### config.mk
export PLATFORM = sky130hd
export DESIGN_NAME = inv_mix_w_pipe_flat
export DESIGN_NICKNAME = d
export VERILOG_FILES = /design/src/rtl/inv_mix_w_pipe_if.sv /design/src/rtl/inv_mix_w_pipe.sv /design/src/flat_wrapper.sv
export SDC_FILE = /design/constraint.sdc
export NUM_CORES = 1
export LEC_CHECK = 0
export ABC_AREA = 1
export CORE_ASPECT_RATIO = 1.2
export CORE_MARGIN = 2
export CORE_UTILIZATION = 50
export CTS_BUF_LIST = sky130_fd_sc_hd__clkbuf_8
export DETAILED_ROUTE_END_ITERATION = 6
export PLACE_DENSITY = 0.8
export SLEW_MARGIN = 20
export SYNTH_ARGS = -nofsm -noshare
export SYNTH_HDL_FRONTEND = slang
export SYNTH_SLANG_ARGS = --single-unit
### constraint.sdc
create_clock -name clk -period 1.4 [get_ports clk]
set_input_delay 0.28 -clock clk [delete_from_list [all_inputs] [get_ports clk]]
set_output_delay 0.28 -clock clk [all_outputs]
set_load 0.01 [all_outputs]
### src/rtl/inv_mix_w_pipe_if.sv
// Handshake bundle for the inv_mix_w_pipe column engine: upstream word port,
// downstream word port and the synchronous flush.
interface inv_mix_w_pipe_if;
   logic        flush;
   logic        in_valid;
   logic        in_ready;
   logic [3:0]  in_round;
   logic [31:0] in_key;
   logic [31:0] in_data;
   logic        out_valid;
   logic        out_ready;
   logic [31:0] out_data;
   logic [1:0]  out_col;
   logic        out_last;
   logic        out_round_err;

   // valid/ready on both sides: a word moves on any cycle where valid && ready;
   // a producer holding valid keeps its payload stable until that cycle.
   modport master (
      output flush, in_valid, in_round, in_key, in_data, out_ready,
      input  in_ready, out_valid, out_data, out_col, out_last, out_round_err
   );
   modport slave (
      input  flush, in_valid, in_round, in_key, in_data, out_ready,
      output in_ready, out_valid, out_data, out_col, out_last, out_round_err
   );
endinterface

### src/rtl/inv_mix_w_pipe.sv
// Decryption column engine: AddRoundKey then InvMixColumns on one 32-bit column.
// Define INV_MIX_W_PIPE2_EN for the two-stage (latency 2) pipeline.
module inv_mix_w_pipe #(
   parameter int LAST_ROUND = 14
) (
   input  logic             clk,
   input  logic             rst_n,
   inv_mix_w_pipe_if.slave  bus
);
   localparam logic [4:0] LAST_R = 5'(LAST_ROUND);

   function automatic logic [7:0] xt(input logic [7:0] v);
      return {v[6:0], 1'b0} ^ (v[7] ? 8'h1b : 8'h00);
   endfunction

   function automatic logic [7:0] gmul(input logic [7:0] v, input logic [3:0] c);
      logic [7:0] v2, v4, v8;
      v2 = xt(v);
      v4 = xt(v2);
      v8 = xt(v4);
      return (c[0] ? v : 8'h00) ^ (c[1] ? v2 : 8'h00) ^
             (c[2] ? v4 : 8'h00) ^ (c[3] ? v8 : 8'h00);
   endfunction

   function automatic logic [31:0] inv_mix(input logic [31:0] t);
      logic [7:0] a, b, c, d;
      a = t[31:24];
      b = t[23:16];
      c = t[15:8];
      d = t[7:0];
      return {gmul(a, 4'he) ^ gmul(b, 4'hb) ^ gmul(c, 4'hd) ^ gmul(d, 4'h9),
              gmul(b, 4'he) ^ gmul(c, 4'hb) ^ gmul(d, 4'hd) ^ gmul(a, 4'h9),
              gmul(c, 4'he) ^ gmul(d, 4'hb) ^ gmul(a, 4'hd) ^ gmul(b, 4'h9),
              gmul(d, 4'he) ^ gmul(a, 4'hb) ^ gmul(b, 4'hd) ^ gmul(c, 4'h9)};
   endfunction

   logic        out_valid_q, out_valid_d;
   logic [31:0] out_data_q, out_data_d;
   logic        out_err_q, out_err_d;
   logic [1:0]  col_q, col_d;
   logic        out_free, out_fire, accept;
   logic [31:0] in_t;
   logic        in_bypass, in_err;
   logic [4:0]  round_w;

   assign round_w   = {1'b0, bus.in_round};
   assign in_t      = bus.in_data ^ bus.in_key;
   // First and last rounds (and out-of-range ones) are key-add only.
   assign in_bypass = (bus.in_round == 4'd0) || (round_w >= LAST_R);
   assign in_err    = round_w > LAST_R;
   assign out_free  = !out_valid_q || bus.out_ready;
   assign out_fire  = out_valid_q && bus.out_ready && !bus.flush;

`ifdef INV_MIX_W_PIPE2_EN
   logic        s1_valid_q, s1_valid_d;
   logic [31:0] s1_t_q, s1_t_d;
   logic        s1_bypass_q, s1_bypass_d;
   logic        s1_err_q, s1_err_d;
   logic        s1_adv;

   assign s1_adv       = s1_valid_q && out_free;
   assign bus.in_ready = !bus.flush && (!s1_valid_q || s1_adv);
   assign accept       = bus.in_valid && bus.in_ready;

   always_comb begin
      s1_valid_d  = s1_valid_q;
      s1_t_d      = s1_t_q;
      s1_bypass_d = s1_bypass_q;
      s1_err_d    = s1_err_q;
      out_valid_d = out_valid_q;
      out_data_d  = out_data_q;
      out_err_d   = out_err_q;
      if (bus.flush) begin
         s1_valid_d  = 1'b0;
         out_valid_d = 1'b0;
      end else begin
         if (accept) begin
            s1_valid_d  = 1'b1;
            s1_t_d      = in_t;
            s1_bypass_d = in_bypass;
            s1_err_d    = in_err;
         end else if (s1_adv) begin
            s1_valid_d = 1'b0;
         end
         if (s1_adv) begin
            out_valid_d = 1'b1;
            out_data_d  = s1_bypass_q ? s1_t_q : inv_mix(s1_t_q);
            out_err_d   = s1_err_q;
         end else if (out_fire) begin
            out_valid_d = 1'b0;
         end
      end
   end

   always_ff @(posedge clk or negedge rst_n) begin
      if (!rst_n) begin
         s1_valid_q  <= 1'b0;
         s1_t_q      <= 32'h0;
         s1_bypass_q <= 1'b0;
         s1_err_q    <= 1'b0;
      end else begin
         s1_valid_q  <= s1_valid_d;
         s1_t_q      <= s1_t_d;
         s1_bypass_q <= s1_bypass_d;
         s1_err_q    <= s1_err_d;
      end
   end
`else
   assign bus.in_ready = !bus.flush && out_free;
   assign accept       = bus.in_valid && bus.in_ready;

   always_comb begin
      out_valid_d = out_valid_q;
      out_data_d  = out_data_q;
      out_err_d   = out_err_q;
      if (bus.flush) begin
         out_valid_d = 1'b0;
      end else if (accept) begin
         out_valid_d = 1'b1;
         out_data_d  = in_bypass ? in_t : inv_mix(in_t);
         out_err_d   = in_err;
      end else if (out_fire) begin
         out_valid_d = 1'b0;
      end
   end
`endif

   // Counter tracks delivered columns only; a flushed word is never counted.
   assign col_d = bus.flush ? 2'd0 : (out_fire ? col_q + 2'd1 : col_q);

   always_ff @(posedge clk or negedge rst_n) begin
      if (!rst_n) begin
         out_valid_q <= 1'b0;
         out_data_q  <= 32'h0;
         out_err_q   <= 1'b0;
         col_q       <= 2'd0;
      end else begin
         out_valid_q <= out_valid_d;
         out_data_q  <= out_data_d;
         out_err_q   <= out_err_d;
         col_q       <= col_d;
      end
   end

   assign bus.out_valid     = out_valid_q;
   assign bus.out_data      = out_data_q;
   assign bus.out_round_err = out_err_q;
   assign bus.out_col       = col_q;
   assign bus.out_last      = (col_q == 2'd3);
endmodule

### src/flat_wrapper.sv
// flat-port wrapper written by rule: the top's interface ports become plain ports
module inv_mix_w_pipe_flat 
#(
   parameter int LAST_ROUND = 14
)
  (clk, rst_n, bus_flush, bus_in_valid, bus_in_round, bus_in_key, bus_in_data, bus_out_ready, bus_in_ready, bus_out_valid, bus_out_data, bus_out_col, bus_out_last, bus_out_round_err);
  inv_mix_w_pipe_if bus_i ();
  input  logic clk;
  input  logic rst_n;
  input wire logic [$bits(bus_i.flush)-1:0] bus_flush;
  input wire logic [$bits(bus_i.in_valid)-1:0] bus_in_valid;
  input wire logic [$bits(bus_i.in_round)-1:0] bus_in_round;
  input wire logic [$bits(bus_i.in_key)-1:0] bus_in_key;
  input wire logic [$bits(bus_i.in_data)-1:0] bus_in_data;
  input wire logic [$bits(bus_i.out_ready)-1:0] bus_out_ready;
  output wire logic [$bits(bus_i.in_ready)-1:0] bus_in_ready;
  output wire logic [$bits(bus_i.out_valid)-1:0] bus_out_valid;
  output wire logic [$bits(bus_i.out_data)-1:0] bus_out_data;
  output wire logic [$bits(bus_i.out_col)-1:0] bus_out_col;
  output wire logic [$bits(bus_i.out_last)-1:0] bus_out_last;
  output wire logic [$bits(bus_i.out_round_err)-1:0] bus_out_round_err;
  assign bus_i.flush = bus_flush;
  assign bus_i.in_valid = bus_in_valid;
  assign bus_i.in_round = bus_in_round;
  assign bus_i.in_key = bus_in_key;
  assign bus_i.in_data = bus_in_data;
  assign bus_i.out_ready = bus_out_ready;
  assign bus_in_ready = bus_i.in_ready;
  assign bus_out_valid = bus_i.out_valid;
  assign bus_out_data = bus_i.out_data;
  assign bus_out_col = bus_i.out_col;
  assign bus_out_last = bus_i.out_last;
  assign bus_out_round_err = bus_i.out_round_err;
  inv_mix_w_pipe #(.LAST_ROUND(LAST_ROUND)) u_core (.clk(clk), .rst_n(rst_n), .bus(bus_i));
endmodule
==> results.yml, run 1 <==
placement:
  dp_cells: 1549
  portBuffers: 110
  placed_area_mm2: 0.00937
  place.gp.congestion: 1.06
  detailed_place_hpwl_um: 21200
synthesis:
  seq_area_frac_synth_pct: 14.6
  ys_seq_elements: 36
  synth_area_mm2: 0.00619
  synth-edff-count: 0
  synth_warnings: 0
  synth_cell_types: 34
  yosysMostFrequentCell: "nand2_1"
  postSynthCellCount: 1111
  synth.top_cell.area_share_pct: 38.1
  syn_avg_cell_area_um2: 5.57
  ys.flop_type: "dfrtp_1"
  ys_top_cells_by_count: "nand2_1, nand3_1, inv_1"
  syn_nets: 1185
  synth_top_area_cell: "nand2_1"
  synthTopCellsByArea: "nand2_1, dfrtp_1, xor2_1"
  synthArstFlopShare_pct: 100
die:
  pin_count: 111
  die_w_um: 106
  start_util_pct: 51.1
  die_h_um: 126
  row_count: 44
global_routing:
  grt-ovfl-total: 70
  grt_pass1_vias: 12400
  grt_start_max_net_pins: 38
  track_usage_pct: 72.1
  grt_pass1_wl_um: 73600
clocking:
  cts_buffers: 5
  cts.sinks: 36
  hold_buffers: 0
  cts_max_level: 2
  ctsRootBufferMaster: "clkbuf_8"
  clk_path_buf_depth: 2
run_status:
  status: "aborted with a tool error"
  stop_stage: "5_1_grt"
  firstError: "[ERROR GRT-0116] Global routing finished with congestion. Check the congestion regions in the DRC Viewer."
-- routing by layer --
layer  GRT usage, %  overflow
met1           68.8         1
met5           13.9         1
met2           94.5        36
met4           77.8        32
met3           51.3         0
-- logic make-up after synthesis --
logic type	Yosys count	synth area share, %
simple gates	778	51.4
xor+xnor	142	22.6
buf+inv	102	6.79
compound gates	52	4.37
flops	36	14.6
fa+ha+maj	1	0.202
-- per-stage QoR --
step,setup slack (ns),util (%),TNS (ns),hold WS [ns]
after floorplan,-0.159,-,-3.09,-0.0156
after global placement,-1.10,77.4,-31.40,0.455
after detailed placement,-1.13,77.4,-32.85,0.463
after CTS,-0.296,95.7,-7.01,0.362
-- timing repair --
item,CTS
endpoints found under the hold margin,0
resized for setup,681
buffers inserted,66
setup endpoints to repair,70
pin swaps,234
==> run 2: changes to the inputs <==
- CORE_ASPECT_RATIO: 1.2 -> not set
- CORE_UTILIZATION: 50 -> 40
- CTS_BUF_LIST: sky130_fd_sc_hd__clkbuf_8 -> not set
- PLACE_DENSITY: 0.8 -> not set
- PLACE_DENSITY_LB_ADDON: not set -> 0.15
- clock period: 1.4 -> 1.82 ns (I/O delays scaled with it)
==> run 2 against run 1 <==
The run now ends clean; synthesized cell count unchanged; synthesized area unchanged.
==> results.yml, run 2 <==
placement:
  portBuffers: 110
  post-place-ws_ns: -0.851
  detailed_place_hpwl_um: 20100
  dp_cells: 1585
  place.gp.congestion: 0.990
timing:
  hold_ws_ns: 0.132
  slew_violations: 0
  setup_viol: 0
  min_period_ns: 1.80
  fmax_mhz: 557
  slew_headroom_pct: 66.3
  hold_viol: 0
  rsz0062_at_grt: "yes"
  tightest_slew_ns: 0.505
  skew_ns: 0.00379
  fin_tns_setup_ns: 0
  layout_setup_ws_ns: 0.0246
  min_period_over_period_pct: 98.6
cells_and_area:
  final_common_cell: "nand2_1"
  fillerInstances: 1230
  largest_reg_flops: 32
  drive_gt1_share_pct: 46.1
  antenna_cells: 0
  final_nets: 1547
  instances_no_fill: 1662
  synthToLayoutAreaGrowth_pct: 78.2
  final_cell_mix: "nand2_1, buf_4, nand2_2, inv_1, nand3_1"
detailed_routing:
  routed-via-count: 8678
  route.detailed.drc: 0
  first_iter_violations: 752
  drt.antenna.violating_nets: 0
  firstDrtPassIters: 6
  vias_per_cell: 5.22
  drt-total-wl_um: 27600
  routedWlPerCell_um: 16.6
clocking:
  cts.sinks: 36
  cts_max_level: 2
  ctsRootBufferMaster: "clkbuf_16"
  path_clk_slew_ns: 0.06
  clkLatencyLatePin_ns: 0.28
  cts_buffers: 5
  hold_buffers: 0
  clk_path_buf_depth: 2
  cts_tree: "done"
global_routing:
  antenna_found_initial: 0
  grt-ovfl-total: 0
  grt_start_max_net_pins: 37
  grt_pass1_vias: 7920
  grt_pass1_wl_um: 40300
  track_usage_pct: 31.5
synthesis:
  ys.flop_type: "dfrtp_1"
  ys_seq_elements: 36
  syn_avg_cell_area_um2: 5.57
  synth_top_area_cell: "nand2_1"
  synthArstFlopShare_pct: 100
  yosysMostFrequentCell: "nand2_1"
  postSynthCellCount: 1111
  synthTopCellsByArea: "nand2_1, dfrtp_1, xor2_1"
  seq_area_frac_synth_pct: 14.6
  synth_cell_types: 34
  syn_nets: 1185
  synth_warnings: 0
  synth.top_cell.area_share_pct: 38.1
  ys_top_cells_by_count: "nand2_1, nand3_1, inv_1"
  synth-edff-count: 0
  synth_area_mm2: 0.00619
setup_path:
  crit_required_ns: 2.00
  crit_type: "in -> reg"
  end_kind: "flip-flop"
  critPathLaunchType: "primary input"
  path_max_fanout: 5
  arrival_ns: 1.97
power_and_ir_drop:
  switchingPower_uw: 4410
  p_int_uw: 4880
  p_sw_share_pct: 47.5
  total_power_uw: 9300
  ir_worst_vdd_mv: 0.454
  powerDensity_mw_per_mm2: 843
  clockPowerShare_pct: 9.6
  p_comb_share_pct: 76.7
  seq_power_share_pct: 13.7
  leakage_uw: 0.00606
die:
  row_count: 45
  die_w_um: 128
  pin_count: 111
  die_h_um: 128
  start_util_pct: 40.9
  dieArea_mm2: 0.0165
  coreArea_mm2: 0.0151
worst_hold_path:
  worstHoldPathType: "in -> async"
job:
  drv_cap: 0
run_status:
  status: "complete, no violations"
## run 2: cell counts after synthesis
No cell type changed its count.
## run 2: path summary, 6_finish.rpt
path	from	cells after the start	slack (ns)	endpoint
worst max register to register	u_core.bus.out_valid$_DFFE_PN0P_	9	0.34	u_core.bus.out_data[13]$_DFFE_PN0P_
max in group asynchronous	rst_n	2	1.33	u_core.bus.out_data[4]$_DFFE_PN0P_
min in group clk	u_core.bus.out_data[19]$_DFFE_PN0P_	2	0.47	u_core.bus.out_data[19]$_DFFE_PN0P_
worst min register to register	u_core.bus.out_data[19]$_DFFE_PN0P_	2	0.47	u_core.bus.out_data[19]$_DFFE_PN0P_
worst max-delay path	bus_in_key[15]	14	0.02	u_core.bus.out_data[31]$_DFFE_PN0P_
worst min-delay path	rst_n	2	0.13	u_core.bus.out_data[15]$_DFFE_PN0P_
## run 2: timing repair
item,4_1_cts,5_1_grt
pin swaps,90,165
endpoints found under the setup margin,33,32
resized for setup,306,318
setup buffers,36,33
## run 2: cell families (layout without fill, tap and decap cells)
kind of cell               count (synthesis)  after routing  share of synthesized area [%]
buffers and inverters                    102            465                           6.79
adders and majority gates                  1              1                          0.202
AOI/OAI and AO/OA                         52             52                           4.37
xor gates and xnor gates                 142            142                           22.6
and+or+nand+nor                          778            778                           51.4
DFF                                       36             36                           14.6
## run 2: metal layers
| metal | part of all wire (%) | vias to the layer above | GRT usage, % |
|---|---|---|---|
| met5 | 0 | - | 0 |
| li1 | - | 4115 | - |
| met4 | 5.9 | 0 | 14.9 |
| met1 | 39 | 4001 | 40.9 |
| met2 | 47 | 449 | 51.8 |
| met3 | 8.3 | 113 | 4.37 |
## run 2: per-stage QoR
stage	util [%]	instance area (um2)
after floorplan	-	6190
final	72.8	11000
after CTS	67.4	10200
after global routing	72.8	11000
after global placement	59.1	8960
after detailed placement	59.1	8960
## run 2: area by class of cell
class | count | area (um2) | share of cell area [%]
flip-flops and latches | 36 | 901 | 8.17
repair buffers | 369 | 3080 | 27.9
clock buffers | 7 | 143 | 1.29
clock inverters | 1 | 7.51 | 0.0681
well taps | 188 | 235 | 2.13
inverters | 88 | 338 | 3.06
multi-input cells | 973 | 6330 | 57.4
## run 2: power groups by stage
stage	clock network, uW	logic (uW)	registers [uW]
6_report	894	7130	1270
4_1_cts	901	6260	1280
3_5_place_dp	0	5680	1290
3_3_place_gp	0	5620	1280
2_1_floorplan	0	3000	1400
5_1_grt	934	7700	1300
## run 2: critical path: stages
cell,delay [ns]
clkbuf_2,0.10
inv_1,0.07
nand2_1,0.06
nand2_2,0.10
buf_6,0.13
nand2_1,0.09
nand2_2,0.10
buf_4,0.14
xor2_1,0.17
xor2_1,0.30
xnor2_1,0.17
nand2_1,0.07
nand2_1,0.06
nand2_1,0.05
Note: power is estimated with default switching activity, not from simulation.
==> variant (flow settings as in run 2) <==
The option `INV_MIX_W_PIPE2_EN` is turned on by a define.
--- a/src/rtl/inv_mix_w_pipe.sv
+++ b/src/rtl/inv_mix_w_pipe.sv
@@ -1,4 +1,6 @@
 // Decryption column engine: AddRoundKey then InvMixColumns on one 32-bit column.
 // Define INV_MIX_W_PIPE2_EN for the two-stage (latency 2) pipeline.
+`define INV_MIX_W_PIPE2_EN
+
 module inv_mix_w_pipe #(
    parameter int LAST_ROUND = 14
Function: changed (a bounded check fails within 4 cycles, from zero or initial values and one cycle with rst_n low).
==> variant against run 2 <==
  * Largest cell class unchanged
  * Synthesized cell count shrank 4.9%
  * Critical path type is now reg2reg
  * Synthesized area rose by 13%
  * Total power up 70%
  * Critical path depth is 3 lower
  * The flow now finishes with violations (setup timing)
  * Sequential cell count increased by 35
  * Wire length decreased by 9.1%
  * Setup slack got worse by 88 ps
  * Final area grew 4.4%
==> variant: results (changes against run 2) <==
- Most frequent cells after synthesis: nand2_1 (451), xor2_1 (126), dfrtp_1 (71), nand3_1 (71), inv_1 (66) (was nand2_1 (628), nand3_1 (93), inv_1 (83))
- Placed Area: 9670 µm² (was 8960 µm²)
- RePlAce Congestion: 0.966 (was 0.990)
- Setup TNS: -169 ps (was 0 ps)
- Layout Nets: 1,439 (was 1,547)
- Clock latency on the worst-skew pair: 360 ps (was 280 ps)
- Skew final: 6.36 ps (was 3.79 ps)
- P_comb: 11,700 µW (was 7130 µW)
- Top Layer Used: met4 (unchanged)
- Synth area leaders: dfrtp_1 (25%), nand2_1 (24%), xor2_1 (16%) (was nand2_1 (38%), dfrtp_1 (15%), xor2_1 (11%))
- Netlist cell types: 35 (was 34)
- Post-DP HPWL: 19,400 µm (was 20,100 µm)
- TritonRoute pass-1 iters: 5 (was 6)
- Met2 wire length: 11,900 µm (was 13,000 µm)
- CP max-delay cell: dfrtp_2 (was xor2_1)
- Tcrit/Tclk final: 103% (was 98.6%)
- Num CTS Buffers: 9 (was 5)
- Met3 routed WL: 1410 µm (was 2300 µm)
- FF-to-FF path depth: 11 (was 9)
- Layout cells sized above 1: 36.6% (was 46.1%)
- Register area share after synthesis: 25.5% (was 14.6%)
- Setup crit end: u_core.bus.out_data[3]$_DFFE_PN0P_ (was u_core.bus.out_data[31]$_DFFE_PN0P_)
- LEAKAGE: 0.00576 µW (was 0.00606 µW)
- Worst Tran Pin Value: 428 ps (was 505 ps)
- Peak supply drop: 0.638 mV (was 0.454 mV)
- H-tree levels: 3 (was 2)
- Switching Fraction: 46.6% (was 47.5%)
- Post-CTS Setup Bufs: 3 (was 36)
- Post-synth ARST share: 100% (unchanged)
- Global-route wire length before repair: 37,000 µm (was 40,300 µm)
- Vias after detailed routing: 7,750 (was 8,678)
- Worst-path fanout max: 6 (was 5)
- Filler instances: 1,440 (was 1,230)
- Worst Path Arrival: 2130 ps (was 1970 ps)
- Internal power: 8460 µW (was 4880 µW)
- Wl on met1: 11,100 µm (was 10,700 µm)
- Top delay family on crit path: buffers and inverters (was XOR/XNOR gates)
- WL final: 25,100 µm (was 27,600 µm)
- Setup WS post-layout: -62.9 ps (was 24.6 ps)
- Status: complete, but fails checks (was finished clean)
- Vias in the first global route: 6,830 (was 7,920)
- Setup Viol. Count Final: 5 (was 0)
- Place WS: -170 ps (was -851 ps)
- Syn Nets: 1,131 (was 1,185)
- Post-CTS sizing: 41 (was 306)
- Register share of total power: 15.5% (was 13.7%)
- Failing checks: setup timing
- FF-to-FF Start: u_core.s1_t_q[23]$_DFFE_PN0P_ (was u_core.bus.out_valid$_DFFE_PN0P_)
- CP Launch Type: flop (was input pin)
- Crit-path max cell delay: 460 ps (was 300 ps)
- Largest net degree at the start of global routing: 49 (was 37)
-- variant: metrics by stage --
stage / cells / util (%) / hold WS, ps
detailed placement: 1537 / 56.3 / 266
finish: 1595 / 67.0 / 431
CTS: 1557 / 59.0 / 431
global route: 1595 / 67.0 / 453
global placement: 1537 / 56.3 / 266
floorplan: 1057 / - / 68.4
-- variant: cell families after synthesis --
family / share of synthesized area, %
DFF: 25.5
xor gates and xnor gates: 26.2
AOI/OAI and AO/OA: 6.27
adders and majority gates: 0.179
buffers and inverters: 7.90
and+or+nand+nor: 34.0
-- variant: cell type report --
class,count,area (µm²),area share (%)
Multi-Input combinational cell,857,5750,50.0
Timing Repair Buffer,335,3040,26.4
Sequential cell,71,1800,15.6
Inverter,91,368,3.19
Tap cell,225,282,2.45
Clock buffer,9,225,1.96
Clock inverter,7,50.0,0.435
-- variant: routing by layer --
metal	up-vias	track usage, %
li1	3838	-
met1	3632	37.6
met2	239	42.5
met3	41	3.28
met4	0	7.87
met5	-	0
